==> config.mk <==
export PLATFORM = sky130hd
export DESIGN_NAME = sram_vector_reader_flat
export DESIGN_NICKNAME = d
export VERILOG_FILES = /design/src/rtl/sram_vector_reader_if.sv /design/src/rtl/sram_vector_reader.sv /design/src/flat_wrapper.sv
export SDC_FILE = /design/constraint.sdc
export NUM_CORES = 1
export LEC_CHECK = 0
export ABC_AREA = 1
export BUFFER_PORTS_ARGS = -buffer_cell sky130_fd_sc_hd__buf_2
export CAP_MARGIN = 20
export CORE_ASPECT_RATIO = 0.75
export CORE_MARGIN = 2
export CORE_UTILIZATION = 60
export CTS_BUF_LIST = sky130_fd_sc_hd__clkbuf_16
export CTS_CLUSTER_DIAMETER = 200
export DETAILED_ROUTE_END_ITERATION = 10
export GPL_ROUTABILITY_DRIVEN = 0
export PLACE_DENSITY = 0.9
export SLEW_MARGIN = 20
export SYNTH_ARGS = -nofsm -noshare
export SYNTH_HDL_FRONTEND = slang
export SYNTH_SLANG_ARGS = --single-unit
==> constraint.sdc <==
create_clock -name clk -period 9.8 [get_ports clk]
set_input_delay 1.96 -clock clk [delete_from_list [all_inputs] [get_ports clk]]
set_output_delay 1.96 -clock clk [all_outputs]
set_load 0.005 [all_outputs]
==> src/rtl/sram_vector_reader_if.sv <==
// SRAM read-port bus and output word stream of the vector reader.
// master: the reader; slave: the SRAM plus the downstream consumer.
interface sram_vector_reader_if #(
    parameter int ADDR_W = 12,
    parameter int DATA_W = 16
) ();
    logic [ADDR_W-1:0]   sram_address;
    logic                sram_chipselect;
    logic                sram_write;
    logic [DATA_W/8-1:0] sram_byteenable;
    logic [DATA_W-1:0]   sram_readdata;
    logic [DATA_W-1:0]   out_data;
    logic                out_valid;
    logic                out_ready;
    logic                out_last;

    modport master (
        output sram_address, sram_chipselect, sram_write, sram_byteenable,
        input  sram_readdata,
        output out_data, out_valid, out_last,
        input  out_ready
    );

    modport slave (
        input  sram_address, sram_chipselect, sram_write, sram_byteenable,
        output sram_readdata,
        input  out_data, out_valid, out_last,
        output out_ready
    );
endinterface

==> src/rtl/sram_vector_reader.sv <==
// Fetches a contiguous vector from the operand SRAM read port and streams it
// out in order. A small capture FIFO absorbs the 1-cycle SRAM read latency;
// reads are only issued when a FIFO slot is guaranteed for the returning word.
//
// state | meaning
// IDLE  | waiting for start
// FETCH | issuing reads and draining the FIFO to the stream
// DONE  | one-cycle completion pulse
module sram_vector_reader #(
    parameter int ADDR_W     = 12,
    parameter int DATA_W     = 16,
    parameter int FIFO_DEPTH = 4
) (
    input  logic              clk,
    input  logic              reset,
    input  logic              start,
    input  logic [ADDR_W-1:0] base_addr,
    input  logic [ADDR_W:0]   length,
    output logic              busy,
    output logic              done,
    sram_vector_reader_if.master bus
);
    localparam int PTR_W = $clog2(FIFO_DEPTH);
    localparam int CNT_W = PTR_W + 1;
    localparam logic [CNT_W:0]  DEPTH_V = (CNT_W+1)'(FIFO_DEPTH);
    localparam logic [ADDR_W:0] ONE_V   = (ADDR_W+1)'(1);

    typedef enum logic [1:0] {IDLE, FETCH, DONE} state_t;

    state_t            state, state_nxt;
    logic [ADDR_W-1:0] rd_ptr;
    logic [ADDR_W:0]   issue_cnt;
    logic [ADDR_W:0]   recv_cnt;
    logic              inflight;
    logic              issue;
    logic              push;
    logic              pop;
    logic [CNT_W:0]    post_pop;

    logic [DATA_W-1:0] fifo_mem [FIFO_DEPTH];
    logic [PTR_W-1:0]  fifo_wr;
    logic [PTR_W-1:0]  fifo_rd;
    logic [CNT_W-1:0]  fifo_count;

    // Credit check: occupancy after this cycle's pop plus the word still in
    // flight must leave room for the word this cycle would request.
    always_comb begin
        push     = inflight;
        pop      = (fifo_count != '0) && bus.out_ready;
        post_pop = {1'b0, fifo_count} - {{CNT_W{1'b0}}, pop}
                 + {{CNT_W{1'b0}}, inflight};
        issue    = (state == FETCH) && (issue_cnt != '0) && (post_pop < DEPTH_V);
    end

    assign bus.sram_chipselect = issue;
    assign bus.sram_address    = rd_ptr;
    assign bus.sram_write      = 1'b0;
    assign bus.sram_byteenable = '1;
    assign bus.out_valid       = (fifo_count != '0);
    assign bus.out_data        = fifo_mem[fifo_rd];
    assign bus.out_last        = (fifo_count != '0) && (recv_cnt == ONE_V);

    // State register.
    always_ff @(posedge clk or posedge reset) begin
        if (reset) state <= IDLE;
        else       state <= state_nxt;
    end

    // Next-state logic.
    always_comb begin
        state_nxt = state;
        case (state)
            IDLE:    if (start) state_nxt = (length == '0) ? DONE : FETCH;
            FETCH:   if (pop && (recv_cnt == ONE_V)) state_nxt = DONE;
            DONE:    state_nxt = IDLE;
            default: state_nxt = IDLE;
        endcase
    end

    // Status flags registered off the next state so they line up with it.
    always_ff @(posedge clk or posedge reset) begin
        if (reset) begin
            busy <= 1'b0;
            done <= 1'b0;
        end else begin
            busy <= (state_nxt == FETCH);
            done <= (state_nxt == DONE);
        end
    end

    // Address pointer and issue/receive counters; start only lands in IDLE.
    always_ff @(posedge clk or posedge reset) begin
        if (reset) begin
            rd_ptr    <= '0;
            issue_cnt <= '0;
            recv_cnt  <= '0;
            inflight  <= 1'b0;
        end else begin
            inflight <= issue;
            if (state == IDLE && start) begin
                rd_ptr    <= base_addr;
                issue_cnt <= length;
                recv_cnt  <= length;
            end else begin
                if (issue) begin
                    rd_ptr    <= rd_ptr + 1'b1;
                    issue_cnt <= issue_cnt - ONE_V;
                end
                if (pop && recv_cnt != '0) recv_cnt <= recv_cnt - ONE_V;
            end
        end
    end

    // Capture FIFO: the word returns the cycle after its read was issued.
    always_ff @(posedge clk or posedge reset) begin
        if (reset) begin
            fifo_wr    <= '0;
            fifo_rd    <= '0;
            fifo_count <= '0;
            for (int i = 0; i < FIFO_DEPTH; i++) fifo_mem[i] <= '0;
        end else begin
            if (push) begin
                fifo_mem[fifo_wr] <= bus.sram_readdata;
                fifo_wr           <= fifo_wr + 1'b1;
            end
            if (pop) fifo_rd <= fifo_rd + 1'b1;
            case ({push, pop})
                2'b10:   fifo_count <= fifo_count + 1'b1;
                2'b01:   fifo_count <= fifo_count - 1'b1;
                default: fifo_count <= fifo_count;
            endcase
        end
    end
endmodule

==> src/flat_wrapper.sv <==
// flat-port wrapper written by rule: the top's interface ports become plain ports
module sram_vector_reader_flat 
#(
    parameter int ADDR_W     = 12,
    parameter int DATA_W     = 16,
    parameter int FIFO_DEPTH = 4
)
  (clk, reset, start, base_addr, length, busy, done, bus_sram_address, bus_sram_chipselect, bus_sram_write, bus_sram_byteenable, bus_sram_readdata, bus_out_data, bus_out_valid, bus_out_last, bus_out_ready);
  sram_vector_reader_if #(.ADDR_W(ADDR_W), .DATA_W(DATA_W)) bus_i ();
  input  logic clk;
  input  logic reset;
  input  logic start;
  input  logic [ADDR_W-1:0] base_addr;
  input  logic [ADDR_W:0] length;
  output logic busy;
  output logic done;
  output wire logic [$bits(bus_i.sram_address)-1:0] bus_sram_address;
  output wire logic [$bits(bus_i.sram_chipselect)-1:0] bus_sram_chipselect;
  output wire logic [$bits(bus_i.sram_write)-1:0] bus_sram_write;
  output wire logic [$bits(bus_i.sram_byteenable)-1:0] bus_sram_byteenable;
  input wire logic [$bits(bus_i.sram_readdata)-1:0] bus_sram_readdata;
  output wire logic [$bits(bus_i.out_data)-1:0] bus_out_data;
  output wire logic [$bits(bus_i.out_valid)-1:0] bus_out_valid;
  output wire logic [$bits(bus_i.out_last)-1:0] bus_out_last;
  input wire logic [$bits(bus_i.out_ready)-1:0] bus_out_ready;
  assign bus_sram_address = bus_i.sram_address;
  assign bus_sram_chipselect = bus_i.sram_chipselect;
  assign bus_sram_write = bus_i.sram_write;
  assign bus_sram_byteenable = bus_i.sram_byteenable;
  assign bus_i.sram_readdata = bus_sram_readdata;
  assign bus_out_data = bus_i.out_data;
  assign bus_out_valid = bus_i.out_valid;
  assign bus_out_last = bus_i.out_last;
  assign bus_i.out_ready = bus_out_ready;
  sram_vector_reader #(.ADDR_W(ADDR_W), .DATA_W(DATA_W), .FIFO_DEPTH(FIFO_DEPTH)) u_core (.clk(clk), .reset(reset), .start(start), .base_addr(base_addr), .length(length), .busy(busy), .done(done), .bus(bus_i));
endmodule
; ---- Yosys cells after proc, flatten, opt, wreduce, memory -nomap -nowiden
; Index checks and enable logic that the tools add are counted.
[totals]
wordCells = 68
register_bits = 114
[classes]
order_cmp = 4
mux = 17
bitwise_logic = 2
n_eq_ne = 6
n_addsub = 9
reduce_logical = 16
[op_table]
columns = operator, count
row1 = $bwmux W64, 1
row2 = $mux W13, 4
row3 = $mux W16, 3
row4 = $bmux W16 S2, 1
row5 = $demux W16 S2, 1
row6 = $reduce_bool A13 Y1, 2
row7 = $sub A13 B1 Y13 const B, 2
row8 = $mux W12, 2
row9 = $eq A13 B1 Y1 const B, 1
row10 = $logic_not A13 Y1, 1
row11 = $add A12 B1 Y12 const B, 1
row12 = $logic_and A1 B1 Y1, 8
row13 = $eq A2 B1 Y1 const B, 3
row14 = $ge A3 B3 Y1 const B, 2
row15 = $mux W2, 3
row16 = $not A2 Y3, 2
row17 = $pmux W3 S2, 1
row18 = $reduce_bool A2 Y1, 3
row19 = $add A2 B1 Y2 const B, 2
row20 = $add A4 B1 Y4, 1
row21 = $eq A2 B2 Y1 const B, 2
row22 = $lt A4 B3 Y1 const B, 1
row23 = $pmux W2 S2, 1
row24 = $sub A3 B1 Y4, 1
row25 = other kinds (5), 5

; ---- Longest topological paths before layout
[logic_depth]
ltp_word = 8
mapped_depth = 17

; ---- Worst setup path after synthesis
; Ideal clock, no wire load.
[synth_timing]
path_kind = input -> output
start = in bus_out_ready
end = out bus_sram_chipselect
arrival_time_ps = 3275
required_ps = 7840
setup_slack_ps = 4565
path_stages = 13
cell_sequence = nand2_1 > inv_2 > ha_1 > inv_1 > ha_1 > nand3_2 > nand2_1 > nand2_1 > nand2_2 > nor2_4 > nand2_4 > buf_4 > inv_1
[synth_between]
elab_chain_cells = 5
[synth_rtl]
columns = item, line
row1 = start: declaration, flat_wrapper.sv:25  ; input wire logic [$bits(bus_i.out_ready)-1:0] bus_out_ready;
row2 = $logic_and A1 B1 Y1, sram_vector_reader.sv:49  ; pop = (fifo_count != '0) && bus.out_ready;
row3 = via u_core.pop, sram_vector_reader.sv:37  ; logic pop;
row4 = $sub A3 B1 Y4, sram_vector_reader.sv:50  ; post_pop = {1'b0, fifo_count} - {{CNT_W{1'b0}}, pop}
row5 = $add A4 B1 Y4, sram_vector_reader.sv:51  ; + {{CNT_W{1'b0}}, inflight};
row6 = $lt A4 B3 Y1, sram_vector_reader.sv:52  ; issue = (state == FETCH) && (issue_cnt != '0) && (post_pop < DEPTH_V);
row7 = $logic_and A1 B1 Y1, sram_vector_reader.sv:52
row8 = end: declaration, flat_wrapper.sv:18  ; output wire logic [$bits(bus_i.sram_chipselect)-1:0] bus_sram_chipselect;
; The timed path passes the listed nets, and every way through them passes these cells.

; ---- Worst setup path in the final report
; Same ends and word-level chain as after synthesis.

==> key figures <==
STA
  – Measured slew at the worst slew-check pin: 1.06 ns
  – Max Clock Skew: 0.00751 ns
  – Setup TNS: 0 ns
  – Final Hold Fails: 0
  – Rel. slew slack: 0.293
  – Final Cycle Share: 0.574
  – Max Clock Freq: 178 MHz
  – RSZ-0062 raised after global routing: false
  – Crit path time final: 5.62 ns
  – Max-slew violations: 0
  – Setup violations, final: 0

Final layout
  – Number of antenna diodes: 0
  – Post-route design area: 0.00704 mm^2
  – Fill count: 764
  – Footprint of the multi-input gates: 0.00278 mm^2
  – FF/Latch Area: 0.00285 mm^2
  – Final nets: 916
  – Layout cells sized above 1: 0.147
  – Area grow syn2layout: 16.4%

Floorplanning
  – Chip width: 120 um
  – Core area: 0.00974 mm^2
  – Die Y: 90.9 um
  – Initial Utilization: 0.621
  – I/O Pins: 81
  – Core Rows: 31
  – Die area: 0.0109 mm^2

Critical path
  – Data required, critical path: 7.84 ns
  – Crit path DAT: 3.66 ns
  – R2R Path Start: u_core.fifo_count[0]
  – FF-to-FF End: u_core.bus.sram_address[5]
  – Crit Path Class: input pin to output pin
  – Reg2Reg Setup Slack: 7.08 ns
  – Critical-path maximum fanout: 26
  – Setup crit start kind: input pin
  – R2R depth: 15
  – Crit end category: output pin

Power and ir drop
  – Pwr/cell area: 374 mW/mm^2
  – Worst VDD drop: 191 uV
  – Static Leak: 3.62 nW

CTS
  – CTS tree: yes
  – Post-CTS sizing: 0
  – Clk root buf: clkbuf_16
  – CTS Sinks: 114
  – Clock Latency Late Sink: 0.42 ns
  – # Post-CTS Setup Buffers: 0
  – Num CTS Buffers: 17
  – Cts hold-fix bufs: 0
  – Clock transition at the registers of the reported paths: 0.06 ns
  – H-Tree Level Count: 4
  – Clock Path Buffers: 2

Yosys
  – Sequential area share after synthesis: 0.472
  – Synth top area cells: dfrtp_1 47%, nand2_1 15%, o21ai_0 9.8%
  – Cell Area, Synth: 0.00605 mm^2
  – Synth cell types: 36
  – Cell accounting for the most synthesized area: dfrtp_1
  – Syn_area_per_cell: 7.59 um^2
  – Post-synth top area share: 0.472
  – Warnings from Yosys: 0
  – Number of synthesized flops with an enable pin: 0
  – Seq cells post-synth: 114
  – Syn Inst Count: 797
  – Post-synth ARST share: 1.00
  – Top FF cell, synth: dfrtp_1

Route
  – Wire per inst: 14.9 um
  – DRC viols: 0
  – Initial DRC count: 674
  – Via count: 5601
  – Total wire length: 15.0 mm
  – Drt via density: 5.58
  – 1st-pass router iterations: 7
  – Detail Route Antenna Nets: 0

Global route
  – First-pass GRT wire length: 25.5 mm
  – Largest net degree at the start of global routing: 80
  – Congestion Overflow GR: 0
  – Number of global-route vias before repair: 5337
  – Initial antenna violation count: 0
  – GR Util All Layers: 0.294

Outcome
  – Run status: completed

Worst hold path
  – Hold_sp: u_core.fifo_mem[35]
  – Hold crit path type: flip-flop to flip-flop
  – WHS Endpoint: u_core.fifo_mem[35]
  – WHS Path Cells: 2

Placed design
  – Post-DP HPWL: 9.14 mm
  – Placed cell areas: 0.00643 mm^2
  – Port buffer count: 77

Run
  – Max cap viols: 0
worst max-delay path by stage:
stage / to / slack, ns / from
after floorplan: bus_sram_chipselect / 4.56 / bus_out_ready
after global placement: bus_sram_chipselect / 4.30 / bus_out_ready
after detailed placement: bus_sram_chipselect / 4.23 / bus_out_ready
after CTS: bus_sram_chipselect / 4.18 / bus_out_ready
after global routing: bus_sram_chipselect / 3.97 / bus_out_ready
final: bus_sram_chipselect / 4.18 / bus_out_ready
final cells by class:
| type | count | area share |
|---|---|---|
| sequential | 114 | 0.405 |
| multi-input combinational | 583 | 0.394 |
| clock buffer | 17 | 0.0604 |
| timing repair buffer | 79 | 0.0569 |
| inverter | 63 | 0.0339 |
| clock inverter | 15 | 0.0259 |
| tap | 132 | 0.0235 |
per-layer routing:
metal	vias to the layer above	global-route usage	wire length (um)
met5	-	0	0
met4	0	0.108	282
met3	30	0.0791	1220
met2	257	0.441	6770
met1	2621	0.413	6730
li1	2693	-	-
synth_stat cells (2+ instances only):
master,n
buf_2,7
buf_4,6
buf_6,2
clkbuf_1,22
conb_1,2
dfrtp_1,114
ha_1,12
inv_1,59
inv_2,4
nand2_1,238
nand2_2,2
nand2_4,2
nand3_1,66
nor2_1,82
nor2_2,2
nor3_1,3
nor4_1,2
o21ai_0,119
o21bai_1,2
o22ai_1,16
or2_2,2
xnor2_1,8
xor2_1,12
state kept, by name (all words and copies together) (netlist names):
signal / flops
u_core.fifo_wr: 2
u_core.state: 2
u_core.fifo_rd: 2
u_core.inflight: 1
u_core.bus.sram_address: 12
u_core.done: 1
u_core.fifo_mem: 64
u_core.busy: 1
u_core.recv_cnt: 13
u_core.issue_cnt: 13
u_core.fifo_count: 3
cell usage in the layout (no fill, tap or decap), types with 4 or more instances in the layout:
cell / n
inv_1: 58
clkinv_4: 4
clkinvlp_4: 4
nand3_1: 66
o22ai_1: 16
xnor2_1: 8
xor2_1: 12
o21ai_0: 119
buf_2: 77
inv_2: 4
clkbuf_16: 17
nor2_1: 82
ha_1: 12
dfrtp_1: 114
nand2_1: 237
critical path, stage by stage:
cell	delay [ns]
buf_2	0.12
nand2_1	0.09
inv_2	0.06
ha_1	0.19
inv_1	0.12
ha_1	0.25
nand3_2	0.08
nand2_1	0.06
nand2_1	0.07
nand2_2	0.07
nor2_4	0.12
nand2_4	0.21
inv_1	0.13
buf_2	0.12
report_power, final:
group	internal [mW]	switching (mW)	total, mW
Sequential	0.697	0.200	0.898
Combinational	0.405	0.693	1.10
Clock	0.401	0.234	0.635
through the flow:
step                 util  power, mW  std cells  hold slack [ns]  setup WS, ns
finish              0.723       2.63       1003            0.482          4.18
global route        0.723       2.85       1003            0.491          3.97
CTS                 0.723       2.62       1003            0.483          4.18
detailed placement  0.661       1.95        971            0.468          4.23
global placement    0.661       1.90        971            0.460          4.30
floorplan               -       1.68        798            0.448          4.56
logic make-up after synthesis:
logic type | synth area share
xor gates and xnor gates | 0.0290
and+or+nand+nor | 0.278
other | 0.00124
DFF | 0.472
buffers and inverters | 0.0703
adders and majority gates | 0.0281
AOI/OAI and AO/OA | 0.122
No activity file was read; power rests on OpenSTA's default activity.
